`src/rtl/ret_stack_ctrl.sv`:
```
// Return-address stack controller.
// Circular call stack fed by decode push/pop strobes. Speculative checkpoints
// let a mispredict roll the stack back, and a flush empties it.
module ret_stack_ctrl #(
   parameter int unsigned DEPTH    = 16,
   parameter int unsigned IP_WIDTH = 48,
   parameter int unsigned NCKPT    = 4
) (
   input  logic                       clk,
   input  logic                       rst,
   input  logic                       dec_valid,
   output logic                       dec_ready,
   input  logic                       dec_push,
   input  logic                       dec_pop,
   input  logic [IP_WIDTH-1:0]        dec_ret_ip,
   input  logic                       ckpt_alloc,
   input  logic [$clog2(NCKPT)-1:0]   ckpt_id,
   input  logic                       restore_valid,
   input  logic [$clog2(NCKPT)-1:0]   restore_id,
   input  logic                       flush,
   output logic                       pred_valid,
   output logic [IP_WIDTH-1:0]        pred_ip,
   output logic [$clog2(DEPTH):0]     depth_cnt,
   output logic                       overflow
);

   localparam int unsigned PTR_W = $clog2(DEPTH);
   localparam int unsigned CNT_W = PTR_W + 1;
   localparam int unsigned ID_W  = $clog2(NCKPT);
   localparam logic [CNT_W-1:0] FULL_CNT = CNT_W'(DEPTH);

   typedef enum logic {
      ST_RUN     = 1'b0,
      ST_RECOVER = 1'b1
   } state_t;

   // Snapshot of the stack pointer state plus the top value it guards.
   typedef struct packed {
      logic [PTR_W-1:0]    tos;
      logic [CNT_W-1:0]    cnt;
      logic [IP_WIDTH-1:0] top;
   } ckpt_t;

   state_t              r_state;
   state_t              w_state_nxt;
   logic                r_dec_ready;
   logic [PTR_W-1:0]    r_tos;
   logic [CNT_W-1:0]    r_cnt;
   logic                r_pred_valid;
   logic [IP_WIDTH-1:0] r_pred_ip;
   logic                r_overflow;

   logic [IP_WIDTH-1:0] r_entry [DEPTH];
   ckpt_t               r_ckpt  [NCKPT];

   logic                w_recover;
   logic                w_accept;
   logic [IP_WIDTH-1:0] w_top;
   logic [PTR_W-1:0]    w_tos_inc;
   logic [PTR_W-1:0]    w_tos_dec;
   ckpt_t               w_rst_ckpt;
   ckpt_t               w_new_ckpt;

   logic [PTR_W-1:0]    w_tos_nxt;
   logic [CNT_W-1:0]    w_cnt_nxt;
   logic                w_pv_nxt;
   logic [IP_WIDTH-1:0] w_pip_nxt;
   logic                w_ovf_nxt;
   logic                w_wr_en;
   logic [PTR_W-1:0]    w_wr_addr;
   logic [IP_WIDTH-1:0] w_wr_data;
   logic                w_ck_wr;

   // Restore and flush both steal the cycle from decode.
   assign w_recover  = restore_valid | flush;
   assign w_accept   = dec_valid & r_dec_ready & ~w_recover;
   assign w_top      = r_entry[r_tos];
   assign w_tos_inc  = r_tos + PTR_W'(1);
   assign w_tos_dec  = r_tos - PTR_W'(1);
   assign w_rst_ckpt = r_ckpt[restore_id];

   assign w_new_ckpt.tos = r_tos;
   assign w_new_ckpt.cnt = r_cnt;
   assign w_new_ckpt.top = w_top;

   assign dec_ready  = r_dec_ready;
   assign pred_valid = r_pred_valid;
   assign pred_ip    = r_pred_ip;
   assign depth_cnt  = r_cnt;
   assign overflow   = r_overflow;

   // FSM state register.
   always_ff @(posedge clk or negedge rst) begin
      if (!rst) begin
         r_state <= ST_RUN;
      end else begin
         r_state <= w_state_nxt;
      end
   end

   // FSM next state: any restore/flush holds RECOVER for one more cycle.
   always_comb begin
      w_state_nxt = r_state;
      case (r_state)
         ST_RUN:     if (w_recover) w_state_nxt = ST_RECOVER;
         ST_RECOVER: w_state_nxt = w_recover ? ST_RECOVER : ST_RUN;
         default:    w_state_nxt = ST_RUN;
      endcase
   end

   // Next stack state, prediction and storage writes, by priority restore > flush > decode.
   always_comb begin
      w_tos_nxt = r_tos;
      w_cnt_nxt = r_cnt;
      w_pv_nxt  = 1'b0;
      w_pip_nxt = r_pred_ip;
      w_ovf_nxt = 1'b0;
      w_wr_en   = 1'b0;
      w_wr_addr = r_tos;
      w_wr_data = dec_ret_ip;
      w_ck_wr   = 1'b0;
      if (restore_valid) begin
         // Repair the top entry in case a speculative push overwrote it.
         w_tos_nxt = w_rst_ckpt.tos;
         w_cnt_nxt = w_rst_ckpt.cnt;
         w_wr_en   = 1'b1;
         w_wr_addr = w_rst_ckpt.tos;
         w_wr_data = w_rst_ckpt.top;
      end else if (flush) begin
         w_tos_nxt = '0;
         w_cnt_nxt = '0;
      end else if (w_accept) begin
         w_ck_wr = ckpt_alloc;
         if (dec_push && !dec_pop) begin
            w_tos_nxt = w_tos_inc;
            w_wr_en   = 1'b1;
            w_wr_addr = w_tos_inc;
            if (r_cnt == FULL_CNT) begin
               w_ovf_nxt = 1'b1;
            end else begin
               w_cnt_nxt = r_cnt + CNT_W'(1);
            end
         end else if (dec_pop && !dec_push) begin
            // Empty pop is an underflow: fetch falls back to the BTB.
            if (r_cnt != '0) begin
               w_pv_nxt  = 1'b1;
               w_pip_nxt = w_top;
               w_tos_nxt = w_tos_dec;
               w_cnt_nxt = r_cnt - CNT_W'(1);
            end
         end else if (dec_push && dec_pop) begin
            w_wr_en   = 1'b1;
            w_wr_addr = r_tos;
            if (r_cnt != '0) begin
               w_pv_nxt  = 1'b1;
               w_pip_nxt = w_top;
            end else begin
               w_cnt_nxt = CNT_W'(1);
            end
         end
      end
   end

   // Control and output registers.
   always_ff @(posedge clk or negedge rst) begin
      if (!rst) begin
         r_dec_ready  <= 1'b0;
         r_tos        <= '0;
         r_cnt        <= '0;
         r_pred_valid <= 1'b0;
         r_pred_ip    <= '0;
         r_overflow   <= 1'b0;
      end else begin
         r_dec_ready  <= (w_state_nxt == ST_RUN);
         r_tos        <= w_tos_nxt;
         r_cnt        <= w_cnt_nxt;
         r_pred_valid <= w_pv_nxt;
         r_pred_ip    <= w_pip_nxt;
         r_overflow   <= w_ovf_nxt;
      end
   end

   // Stack entry storage; contents are meaningless while the count is zero.
   always_ff @(posedge clk) begin
      if (w_wr_en) begin
         r_entry[w_wr_addr] <= w_wr_data;
      end
   end

   // Checkpoint slots capture the pre-update state of the accepted op.
   always_ff @(posedge clk) begin
      if (w_ck_wr) begin
         r_ckpt[ID_W'(ckpt_id)] <= w_new_ckpt;
      end
   end

endmodule

```
`config.mk`:
```
export PLATFORM = sky130hd
export DESIGN_NAME = ret_stack_ctrl
export DESIGN_NICKNAME = d
export VERILOG_FILES = /design/src/rtl/ret_stack_ctrl.sv
export SDC_FILE = /design/constraint.sdc
export NUM_CORES = 1
export LEC_CHECK = 0
export ABC_AREA = 0
export CORE_ASPECT_RATIO = 0.5
export CORE_MARGIN = 10
export CORE_UTILIZATION = 55
export CTS_BUF_LIST = sky130_fd_sc_hd__clkbuf_4
export DETAILED_ROUTE_END_ITERATION = 8
export PLACE_DENSITY = 0.75
export SYNTH_ARGS = -nofsm -noshare
export SYNTH_HDL_FRONTEND = slang
export SYNTH_SLANG_ARGS = --single-unit
```
`constraint.sdc`:
```
create_clock -name clk -period 5.4 [get_ports clk]
set_input_delay 1.35 -clock clk [delete_from_list [all_inputs] [get_ports clk]]
set_output_delay 1.35 -clock clk [all_outputs]
set_load 0.03 [all_outputs]
```
==> results of run 1 <==
where the power goes:
| group | total, mW | internal (mW) | switching [mW] |
|---|---|---|---|
| logic | 2.01 | 0.848 | 1.16 |
| clock network | 6.17 | 3.23 | 2.94 |
| registers | 9.52 | 9.36 | 0.168 |
| total | 17.7 | 13.4 | 4.27 |
layout make-up:
cell class	instances	area share, %
clock buffers	358	5.79
inverters	11	0.0916
flip-flops and latches	1056	67.7
diodes	2	0.0108
repair buffers	157	3.56
clock inverters	45	0.704
multi-input cells	766	19.5
well taps	972	2.62
cells by family (layout without fill, tap and decap cells):
group	Yosys count	in the layout
other cells	0	2
compound gates	85	85
buf+inv	117	571
xor+xnor	8	8
flops	1056	1056
simple gates	313	313
mux	350	350
fa+ha+maj	10	10
worst register-to-register path: cells and delay by family (launching register included):
family | cells | cell delay (ns)
flip-flops | 1 | 0.74
AND/OR/NAND/NOR | 2 | 0.40
AO/OA/AOI/OAI | 1 | 0.47
multiplexers | 1 | 0.27
buffers and inverters | 3 | 1.58
per-layer routing:
| layer | vias up | GRT usage [%] | part of all wire (%) |
|---|---|---|---|
| li1 | 8664 | - | - |
| met1 | 10713 | 29.0 | 43 |
| met2 | 950 | 31.0 | 48 |
| met3 | 103 | 4.28 | 8.3 |
| met4 | 0 | 5.20 | 1.3 |
| met5 | - | 0 | 0 |
metrics by stage:
stage	cell area [µm²]	std cells	hold WS (ns)	worst slack, ns
floorplan	40800	1939	0.471	-1.09
global placement	43400	2962	0.488	0.695
detailed placement	43400	2962	0.495	0.615
CTS	46400	3365	0.483	1.61
global route	46400	3367	0.515	1.48
finish	46400	3367	0.506	1.56
final timing paths:
check | to | depth (start not counted)
setup reg to reg | pred_ip[3] | 7
max in group asynchronous | r_tos[0] | 1
setup / recovery | r_entry[0][9] | 9
hold / removal | pred_ip[36] | 1
min in group asynchronous | pred_ip[3] | 1
hold reg to reg | pred_ip[36] | 1
registers in the layout, indices dropped and copies added (netlist names):
name,flops
r_tos,4
overflow,1
pred_ip,48
depth_cnt,5
dec_ready,1
pred_valid,1
r_ckpt,228
r_entry,768
synth_stat cells (all sizes together) (7+ instances only):
| cell type | n |
|---|---|
| mux4 | 249 |
| nand2 | 205 |
| a31oi | 51 |
| nor3 | 7 |
| dfrtp | 60 |
| o21ai | 8 |
| clkbuf | 63 |
| edfxtp | 996 |
| ha | 10 |
| mux2 | 97 |
| inv | 11 |
| nor2 | 22 |
| and3 | 49 |
| buf | 43 |
==> results.sh, run 1 <==
export IMPL_clk_pin_slew_ns=0.08
export IMPL_wl_per_cell_um=25.2
export IMPL_yosysTopAreaCell="edfxtp_1"
export IMPL_crit_arrival_ns=4.43
export IMPL_p_total_mw=17.7
export IMPL_dominantRegCellSynth="edfxtp_1"
export IMPL_synth_compound_area_share_pct=1.38
export IMPL_grt_max_degree=110
export IMPL_worst_slew_pin_slew_ns=1.15
export IMPL_cp_end_kind="register"
export IMPL_cts_buffers=223
export IMPL_path_delay_family="simple AND/OR/NAND/NOR gates"
export IMPL_dr_total_vias=20430
export IMPL_period_share_pct=71.2
export IMPL_final_common_cell="edfxtp_1"
export IMPL_critPathSlowestCell="or3b_2"
export IMPL_async_reset_ff_share_pct=5.68
export IMPL_drc=0
export IMPL_regArea_um2=31400
export IMPL_start_util_pct=55.7
export IMPL_crit_type="input port to register"
export IMPL_wl_um=84700
export IMPL_crit_fanout=31
export IMPL_outcome="completed"
export IMPL_fin_skew_ns=0.0551
export IMPL_ctsHoldBuffers=0
export IMPL_slew_violations=0
export IMPL_h_tree_depth=4
export IMPL_synth_xor_area_share_pct=0.172
export IMPL_dieArea_um2=86200
export IMPL_rrSetupSlack_ns=1.93
export IMPL_seq_area_frac_synth_pct=76.9
export IMPL_synth_warnings=0
export IMPL_critPathMaxStageDelay_ns=0.64
export IMPL_setup_viol=0
export IMPL_hp_start="pred_ip[36]"
export IMPL_fillCellCount=4831
export IMPL_clk_path_buf_depth=3
export IMPL_slew_headroom_pct=23.3
export IMPL_synth_area_leaders="edfxtp_1 73%, mux4_2 14%, dfrtp_1 3.7%"
export IMPL_port_buffers=115
export IMPL_hold_violations=0
export IMPL_routed_via_density=6.07
export IMPL_synth_top_family_by_area="multiplexers"
export IMPL_clock_sinks=1056
export IMPL_cp_buffers_inverters=3
export IMPL_die_y_um=213
export IMPL_irDropWorstVdd_uv=178
export IMPL_startpoint_type="input port"
export IMPL_gp_congestion=0.759
export IMPL_grt_pass1_vias=21341
export IMPL_core_area_um2=73300
export IMPL_layout_drive_gt1_share_pct=33.4
export IMPL_period_needed_ns=3.84
export IMPL_synth_top_area_share_pct=73.3
export IMPL_critPathLaunch="dec_pop"
export IMPL_power_density_nw_per_um2=381
export IMPL_synth_area_um2=40800
export IMPL_rsz0062_at_grt="false"
export IMPL_drt_iter0_markers=2127
export IMPL_fmax_mhz=260
export IMPL_synth_simple_gate_area_share_pct=3.48
export IMPL_crit_chain="clkdlybuf4s50_1 -> inv_1 -> ha_1 -> nand4_1 -> o211ai_1 -> nand3_1 -> or3b_2 -> nor2_4 -> buf_4"
export IMPL_max_cap_violations=0
export IMPL_syn_num_nets=2009
export IMPL_grt_pass1_wl_um=131000
export IMPL_drtPass1Iterations=5
export IMPL_synthAdderAreaFrac_pct=0.306
export IMPL_required_ns=5.99
export IMPL_ys_types=56
export IMPL_multi_input_area_um2=9060
export IMPL_areaGrowthSynthToFinish_pct=13.7
export IMPL_post_route_util_pct=63.3
export IMPL_pin_count=116
export IMPL_post_cts_buffers=0
export IMPL_ys_seq_elements=1056
export IMPL_rows=70
export IMPL_cts_resized=0
export IMPL_p_leak_nw=15.3
export IMPL_cts_root_buf="clkbuf_4"
export IMPL_final_nets=2285
export IMPL_hp_class="register to register"
export IMPL_timing_rr_start="r_tos[0]"
export IMPL_synthMuxAreaShare_pct=16.5
export IMPL_netlist_instances=1939
export IMPL_layout_common_cells="996 x edfxtp_1, 358 x clkbuf_4, 249 x mux4_2, 205 x nand2_1, 111 x clkdlybuf4s50_1"
export IMPL_synth_edf_count=996
export IMPL_dp_hpwl_um=44300
export IMPL_grt_use_total_pct=20.0
export IMPL_grt_antenna_before_repair=2
export IMPL_cts_tree="built"
export IMPL_die_w_um=405
export IMPL_setup_tns_ns=0
export IMPL_ant_nets=0
export IMPL_clock_latency_ns=0.97
export IMPL_overflow=0
export IMPL_avgSynthCellArea_um2=21.1
Power figures use the tool's default switching activity.
==> run 2: changes to the inputs <==
PLACE_DENSITY = 0.72   (was 0.75)
clock period = 3.95 ns   (was 5.4 ns; I/O delays follow)
==> results.sh, run 2 (synthesis gave the netlist of run 1 again) <==
export IMPL_outcome="completed"
export IMPL_dr_total_vias=21166
export IMPL_port_buffers=115
export IMPL_clock_latency_ns=1.02
export IMPL_die_w_um=405
export IMPL_pin_count=116
export IMPL_cts_tree="built"
export IMPL_regArea_um2=31400
export IMPL_hp_class="input port to asynchronous set/reset pin"
export IMPL_cts_buffers=219
export IMPL_timing_rr_start="r_tos[3]"
export IMPL_drt_iter0_markers=2969
export IMPL_areaGrowthSynthToFinish_pct=15.0
export IMPL_multi_input_area_um2=9080
export IMPL_rows=70
export IMPL_whs_ns=0.168
export IMPL_crit_arrival_ns=2.33
export IMPL_rsz0062_at_grt="false"
export IMPL_final_common_cell="edfxtp_1"
export IMPL_post_cts_buffers=0
export IMPL_critPathMaxStageDelay_ns=0.76
export IMPL_cts_resized=0
export IMPL_grt_use_total_pct=23.1
export IMPL_grt_max_degree=100
export IMPL_p_leak_nw=15.5
export IMPL_grt_antenna_before_repair=3
export IMPL_dieArea_um2=86200
export IMPL_period_share_pct=84.1
export IMPL_gp_congestion=0.848
export IMPL_top_register="r_entry"
export IMPL_die_y_um=213
export IMPL_hold_violations=0
export IMPL_met1_usage_pct=34.9
export IMPL_power_density_nw_per_um2=518
export IMPL_grt_pass1_wl_um=144000
export IMPL_reg2regPathDepth=5
export IMPL_clock_sinks=1056
export IMPL_critPathSlowestCell="clkdlybuf4s50_1"
export IMPL_slew_headroom_pct=24.4
export IMPL_dp_hpwl_um=62200
export IMPL_cts_root_buf="clkbuf_4"
export IMPL_required_ns=2.96
export IMPL_placed_cells=3008
export IMPL_ant_nets=0
export IMPL_stdcell_count=3400
export IMPL_ctsHoldBuffers=0
export IMPL_final_nets=2327
export IMPL_routed_via_density=6.23
export IMPL_fin_area_um2=47000
export IMPL_crit_chain="clkdlybuf4s50_1"
export IMPL_cp_buffers_inverters=1
export IMPL_startpoint_type="register"
export IMPL_grt_util_met3_pct=8.65
export IMPL_fillCellCount=4812
export IMPL_slew_violations=0
export IMPL_overflow=0
export IMPL_wl_um=98700
export IMPL_crit_type="register to primary output"
export IMPL_grt_use_met2_pct=32.1
export IMPL_max_cap_violations=0
export IMPL_path_delay_family="buffers and inverters"
export IMPL_setup_viol=0
export IMPL_crit_cells=1
export IMPL_worst_slew_pin_slew_ns=1.13
export IMPL_grt_busiest_layer="met1"
export IMPL_place_area_um2=44100
export IMPL_period_needed_ns=3.32
export IMPL_drtPass1Iterations=5
export IMPL_core_area_um2=73300
export IMPL_wl_per_cell_um=29.0
export IMPL_clk_path_buf_depth=3
export IMPL_drc=0
export IMPL_grt_pass1_vias=20887
export IMPL_setup_tns_ns=0
export IMPL_layout_drive_gt1_share_pct=34.2
export IMPL_rrSetupSlack_ns=0.83
export IMPL_layout_common_cells="996 x edfxtp_1, 336 x clkbuf_4, 249 x mux4_2, 205 x nand2_1, 111 x clkdlybuf4s50_1"
export IMPL_start_util_pct=55.7
export IMPL_reg2reg_to="pred_ip[30]"
export IMPL_h_tree_depth=4
export IMPL_clk_pin_slew_ns=0.07
export IMPL_largest_reg_flops=768
export IMPL_fmax_mhz=301
export IMPL_crit_fanout=14
export IMPL_cp_end_kind="primary output"
export IMPL_irDropWorstVdd_uv=230
export IMPL_fin_skew_ns=0.0743
-- run 2: metrics by stage --
step	setup WS, ns	util, %	total power [mW]
after floorplan	-0.235	-	15.0
after global placement	0.158	60.2	16.4
after detailed placement	0.151	60.2	16.5
after CTS	0.527	64.0	24.5
after global routing	0.447	64.1	25.3
final	0.629	64.1	24.3
-- run 2: where the power goes --
group          leakage, nW  internal, mW  total (mW)  switching (mW)
sequential            9.77          12.8        13.0           0.200
clock                 1.68          3.99        8.07            4.07
combinational         4.04          1.26        3.27            2.01
-- run 2: cell type report --
| class | instances | share of cell area, % |
|---|---|---|
| antenna | 6 | 0.0320 |
| sequential | 1056 | 66.9 |
| clock buffer | 336 | 5.37 |
| multi-input combinational | 766 | 19.3 |
| clock inverter | 50 | 0.607 |
| timing repair buffer | 203 | 5.06 |
| inverter | 11 | 0.0906 |
| tap | 972 | 2.59 |
-- run 2: per-layer routing --
| metal | vias to the layer above | routed length [µm] |
|---|---|---|
| met1 | 11063 | 40900 |
| met4 | 2 | 1020 |
| met2 | 1255 | 42900 |
| met5 | - | 13 |
| li1 | 8753 | - |
| met3 | 93 | 13900 |
-- run 2: worst max path at each step --
stage	end	from
floorplan	r_entry[1][0]	dec_pop
global placement	r_entry[1][44]	dec_pop
detailed placement	r_entry[1][43]	dec_pop
CTS	depth_cnt[2]	depth_cnt[2]
global route	depth_cnt[2]	depth_cnt[2]
finish	depth_cnt[2]	depth_cnt[2]
